File: config.mk
export PLATFORM = sky130hd
export DESIGN_NAME = mem_stage
export DESIGN_NICKNAME = d
export VERILOG_FILES = /design/src/rtl/mem_stage.sv
export SDC_FILE = /design/constraint.sdc
export NUM_CORES = 1
export LEC_CHECK = 0
export CORE_ASPECT_RATIO = 1.2
export CORE_MARGIN = 2
export CORE_UTILIZATION = 37
export DETAILED_ROUTE_END_ITERATION = 12
export GPL_TIMING_DRIVEN = 0
export HOLD_SLACK_MARGIN = 0.06
export MAX_ROUTING_LAYER = met4
export PLACE_DENSITY = 0.77
export SETUP_SLACK_MARGIN = 0.4
export SYNTH_ARGS = -nofsm -noshare
export SYNTH_HDL_FRONTEND = slang
export SYNTH_SLANG_ARGS = --single-unit
File: constraint.sdc
create_clock -name clk -period 1.27 [get_ports clk]
set_input_delay 0.1905 -clock clk [delete_from_list [all_inputs] [get_ports clk]]
set_output_delay 0.1905 -clock clk [all_outputs]
set_load 0.1 [all_outputs]
File: src/rtl/mem_stage.sv
// mem_stage: MEM pipeline stage with a handshaked data-memory FSM, store-data forwarding and MEM/WB register
module mem_stage (
  input  logic        clk,
  input  logic        rst,
  input  logic        d_MemRead,
  input  logic        d_MemWrite,
  input  logic        d_RegWrite,
  input  logic        d_MemtoReg,
  input  logic [3:0]  d_RegRd,
  input  logic [3:0]  d_RegRt,
  input  logic [15:0] d_RegRtVal,
  input  logic [15:0] d_alu_data,
  input  logic        wb_RegWrite,
  input  logic [3:0]  wb_RegRd,
  input  logic [15:0] wb_data,
  output logic        mem_req,
  output logic        mem_we,
  output logic [15:0] mem_addr,
  output logic [15:0] mem_wdata,
  input  logic [15:0] mem_rdata,
  input  logic        mem_ack,
  output logic        stall,
  output logic        q_RegWrite,
  output logic        q_MemtoReg,
  output logic [3:0]  q_RegRd,
  output logic [15:0] q_mem_data,
  output logic [15:0] q_alu_data
);
  typedef enum logic [1:0] {IDLE, WAIT, DONE} stateT;
  stateT state;
  logic memop;
  logic [15:0] storeData, captured;
  always_comb begin
    memop = d_MemRead | d_MemWrite;
    storeData = (wb_RegWrite && wb_RegRd == d_RegRt && wb_RegRd != 4'd0) ? wb_data : d_RegRtVal;
    stall = (state == IDLE && memop) || state == WAIT;
  end
  always_ff @(posedge clk) begin
    if (rst) begin
      state      <= IDLE;
      mem_req    <= 1'b0;
      mem_we     <= 1'b0;
      mem_addr   <= 16'd0;
      mem_wdata  <= 16'd0;
      captured   <= 16'd0;
      q_RegWrite <= 1'b0;
      q_MemtoReg <= 1'b0;
      q_RegRd    <= 4'd0;
      q_mem_data <= 16'd0;
      q_alu_data <= 16'd0;
    end else begin
      state <= state == IDLE ? (memop ? WAIT : IDLE) : state == WAIT ? (mem_ack ? DONE : WAIT) : IDLE;
      if (state == IDLE && memop) begin
        mem_req   <= 1'b1;
        mem_we    <= d_MemWrite;
        mem_addr  <= d_alu_data;
        mem_wdata <= storeData;
      end
      if (state == WAIT && mem_ack) begin
        mem_req  <= 1'b0;
        captured <= mem_rdata;
      end
      // a stalled cycle inserts a bubble into MEM/WB while keeping its data fields
      if (stall) begin
        q_RegWrite <= 1'b0;
        q_MemtoReg <= 1'b0;
      end else begin
        q_RegWrite <= d_RegWrite;
        q_MemtoReg <= d_MemtoReg;
        q_RegRd    <= d_RegRd;
        q_alu_data <= d_alu_data;
        q_mem_data <= state == DONE ? captured : 16'd0;
      end
    end
  end
endmodule

Word level (Yosys, flattened, before mapping) --
Cells that the tools add are included.
Word-level totals: register bits 90, output and inout bits 73, input port bits 84, logic and storage cells 30
Cells by class: reduce and logical (&&, ||, !) cells 9, mux-type cells 6, eq/ne operators 3, bitwise gates (word level) 1
Operators with widths (number):
- $mux 16 | 2
- $mux 2 | 3
- $eq 4x4->1 | 1
- $logic_and 1x1->1 | 4
- $reduce_bool 4->1 | 1
- $reduce_or 2->1 | 2
- $eq 2x1->1 const B | 1
- $eq 2x2->1 const B | 1
- $logic_not 2->1 | 1
- $logic_or 1x1->1 | 1
- $mux 1 | 1
- $or 1x1->1 | 1

Depth between registers and ports, before layout --
depth in word-level cells 4, depth in mapped cells 7

Worst setup path before layout --
No wires, ideal clock.
path type reg-to-reg, start point register state[0], end point register q_alu_data[11], clock period less this slack 1591 ps, buffers on the path 1, data required time 1197 ps, data arrival time 1518 ps, cell stages (with the launch flop) 7, slack -321 ps, library setup time 73 ps, cells stage by stage dfxtp_1 > nor3_1 > or2_1 > inv_2 > buf_2 > nand2_1 > a21oi_1
On the way: word-level cells in the longest chain between the ends 3, elaborated cells on any way between the ends 4, classes of those cells 1 x eq/ne; 3 x reduce/logical
Ends and longest elaborated chain:
- start, declared | RTL line 30 | stateT state;
- start signal, assigned | RTL line 52 | state <= state == IDLE ? (memop ? WAIT : IDLE) : state == WAIT ? (mem_ack ? DONE : WAIT) : IDLE;
- $logic_not 2->1 | RTL line 36 | stall = (state == IDLE && memop) || state == WAIT;
- $logic_and 1x1->1 | RTL line 36
- $logic_or 1x1->1 (*) | RTL line 36
- via stall | RTL line 22 | output logic stall,
- end signal, assigned | RTL line 71 | q_alu_data <= d_alu_data;
- end, declared | RTL line 27 | output logic [15:0] q_alu_data
The timed path passes the listed nets; every way through them passes the cells marked *. A chain may end at the register's enable or synchronous reset.

Worst setup path after layout --
start point register state[0], end point output stall
On the way: word-level cells in the longest chain between the ends 3, elaborated cells on any way between the ends 4, classes of those cells 1 x eq/ne; 3 x reduce/logical
Ends and longest elaborated chain (RTL line):
- $logic_not 2->1 | 36
- $logic_and 1x1->1 | 36
- $logic_or 1x1->1 (*) | 36
- end, declared | 22
Every way passes the cells marked *; elsewhere a longest branch is shown, timed or not.

==> flow_summary_export.csv <==
group,metric,value,unit
synth,yosysTopAreaCellShare,54.86,%
clocking,cts_buffers,9,
global_route,antenna_found_initial,0,
floorplanning,start_util,38.14,%
worst_hold_path,hold_depth,3,
setup_path,cp-end-kind,"primary output",
layout,post-route-util,78.41,%
timing,slew_viol_final,0,
timing,final.min_clock_period,1.540,ns
global_route,grt_pass1_wl,17740,um
detailed_routing,routed_wirelength,12260,um
global_route,grt_pass1_vias,3505,
clocking,cts.sinks,90,
synth,syn_area_per_cell,9.492,um^2
floorplanning,fp.dieH,107.2,um
timing,timing.final.crit_share,121.3,%
clocking,cts-hold-fix-buffers,0,
layout,final_area,6751,um^2
layout,nets,639,
timing,fmaxAchievable,649.4,MHz
setup_path,crit_fanout,2,
synth,yosysWarnings,0,
clocking,htreeDepth,3,
timing,setup_violations,60,
global_route,grt-ovfl-total,0,
outcome,violations,"setup timing",
outcome,outcome,"finished with violations",
synth,synth_area,3284,um^2
synth,ys_types,31,
timing,tightest_slew,0.4428,ns
global_route,grt_max_degree,16,
timing,max_slew_margin,70.48,%
layout,diodes,0,
synth,yosys.area_share.adder,0,%
worst_hold_path,hold_class,"in -> reg",
synth,ys_seq_area_share,54.86,%
floorplanning,die_w,90.01,um
detailed_routing,num_vias,3458,
clocking,cts_buffer_depth,2,
detailed_routing,drt-initial-drc-count,142,
floorplanning,ios,157,
setup_path,reg2regPathDepth,6,
floorplanning,num_rows,37,
place,place.gp.congestion,0.8271,
place,io_buffer_count,156,
layout,drive_gt1_share,50.63,%
flow_run,maxCapViolations,0,
clocking,clockRootBuffer,"clkbuf_8",
clocking,clkTransAtPathRegs,0.09,ns
timing,hold_viol,0,
setup_path,start_kind,"register",
global_route,grt_util_all_layers,23.81,%
timing,rsz0062_at_grt,"true",
place,placed_cells,619,
setup_path,cp_data_arrival_time,1.35,ns
detailed_routing,antenna_left,0,
power_and_ir_drop,p_leak,2.659,nW
timing,fin_ws,-0.2699,ns
setup_path,critPathKind,"reg -> out",
place,hpwl,7151,um
floorplanning,fp.coreArea,8611,um^2
power_and_ir_drop,total_power,8.281,mW
layout,area_delta_synth_final,105.6,%
synth,synth_xor_area_share,1.067,%
synth,synth_top_family_by_area,"compound AO/OA/AOI/OAI gates",
timing,fin_skew,0.008483,ns
synth,syn-num-nets,430,
setup_path,cp_data_required_time,1.08,ns
synth,synth_compound_area_share,24.46,%
place,postPlaceCellArea,5134,um^2
synth,synth_area_leader_cell,"dfxtp_1",
power_and_ir_drop,max-vdd-ir-drop,0.0006230,V
power_and_ir_drop,p_per_area,1227,nW/um^2
detailed_routing,drc,0,
synth,ys_top_cells_by_area,"dfxtp_1, nand2_1, a21oi_1",
synth,synth-seq-cells,90,
clocking,clk_latency,0.35,ns
floorplanning,die_area,9649,um^2
setup_path,worst-r2r-setup-slack,-0.27,ns
synth,synthCells,346,
detailed_routing,via_per_inst,5.115,
synth,synthMuxAreaShare,0,%
detailed_routing,first_pass_iters,4,
layout,instances_no_fill,676,
synth,yosys.area_share.simple,13.26,%
detailed_routing,wire_per_inst,18.14,um
clocking,cts_tree,"done",
## layout by cell type (no fill, tap or decap), drive strengths merged, types with 17 or more instances in the layout
master / instances
buf: 129
dfxtp: 90
clkdlybuf4s50: 81
nand2: 73
a21oi: 53
nor2: 20
clkbuf: 20
inv: 19
a22oi: 17
## cell type report
type,instances,area (um^2)
repair buffers,198,2723
flip-flops and latches,90,1934
well taps,117,146.4
fillers,538,1859
multi-input cells,213,1418
inverters,18,67.56
clock buffers,9,123.9
clock inverters,6,91.34
plain buffers,25,247.7
## logic make-up after synthesis
group | Yosys count
AOI/OAI and AO/OA | 107
and+or+nand+nor | 102
DFF | 90
buffers and inverters | 43
xor gates and xnor gates | 4
## worst paths after layout
| check | start | endpoint |
|---|---|---|
| worst max-delay path | state[0] | stall |
| worst min-delay path | d_MemWrite | mem_we |
| worst max register to register | state[0] | mem_wdata[8] |
| worst min register to register | q_RegRd[2] | q_RegRd[2] |
## metrics by stage
step	setup slack (ns)	hold slack [ns]	setup TNS (ns)
after floorplan	-0.01574	0.3160	-0.1574
after global placement	-1.356	0.4357	-73.21
after detailed placement	-1.355	0.4408	-72.37
after CTS	-0.2817	0.3428	-6.553
after global routing	-0.3222	0.3559	-11.53
final	-0.2699	0.3474	-7.050
## metal layers
| layer | share of wire (%) | vias up | GRT usage [%] |
|---|---|---|---|
| met5 | 0 | - | - |
| met1 | 37 | 1664 | 25.65 |
| li1 | - | 1622 | - |
| met2 | 56 | 146 | 43.18 |
| met3 | 5.0 | 26 | 4.989 |
| met4 | 2.2 | 0 | 9.011 |
## state kept, by name, indices dropped and copies added (netlist names), 2 cells and up
| register | cells |
|---|---|
| captured | 16 |
| mem_addr | 16 |
| mem_wdata | 16 |
| q_RegRd | 4 |
| q_alu_data | 16 |
| q_mem_data | 16 |
| state | 2 |
## synthesized netlist by cell type
| cell type | n |
|---|---|
| a21o_4 | 1 |
| a21oi_1 | 43 |
| a21oi_2 | 10 |
| a22o_1 | 16 |
| a22oi_1 | 17 |
| a31oi_2 | 1 |
| and4_4 | 1 |
| buf_1 | 1 |
| buf_2 | 8 |
| buf_6 | 5 |
| clkbuf_1 | 11 |
| dfxtp_1 | 90 |
| inv_1 | 17 |
| inv_2 | 1 |
| nand2_1 | 73 |
| nand3_4 | 1 |
| nand3b_1 | 1 |
| nor2_1 | 19 |
| nor2_4 | 1 |
| nor3_1 | 1 |
| nor3b_1 | 2 |
| nor4_1 | 1 |
| nor4bb_1 | 1 |
| o21a_1 | 1 |
| o21a_2 | 1 |
| o21ai_2 | 1 |
| o221a_1 | 10 |
| o221a_2 | 6 |
| or2_1 | 1 |
| xnor2_1 | 3 |
| xor2_1 | 1 |
## worst max-delay path, stage by stage (launching register included)
cell and delay (ns):
dfxtp_4 0.36, nor3_2 0.03, or2_1 0.24, inv_2 0.09, buf_12 0.11, buf_12 0.16
## power breakdown
part	switching (mW)	total, mW	internal [mW]
Combinational	1.71	2.96	1.25
Clock	1.02	2.12	1.10
Sequential	0.186	3.19	3.01
## repair_timing
item | in CTS | in global routing
endpoints found under the hold margin | 0 | 0
gates resized for setup | 690 | 54
pin swaps | 3 | 6
buffers inserted | 19 | 19
gates cloned | 2 | 2
endpoints found under the setup margin | 163 | 163
No activity file was read; power rests on OpenSTA's default activity.
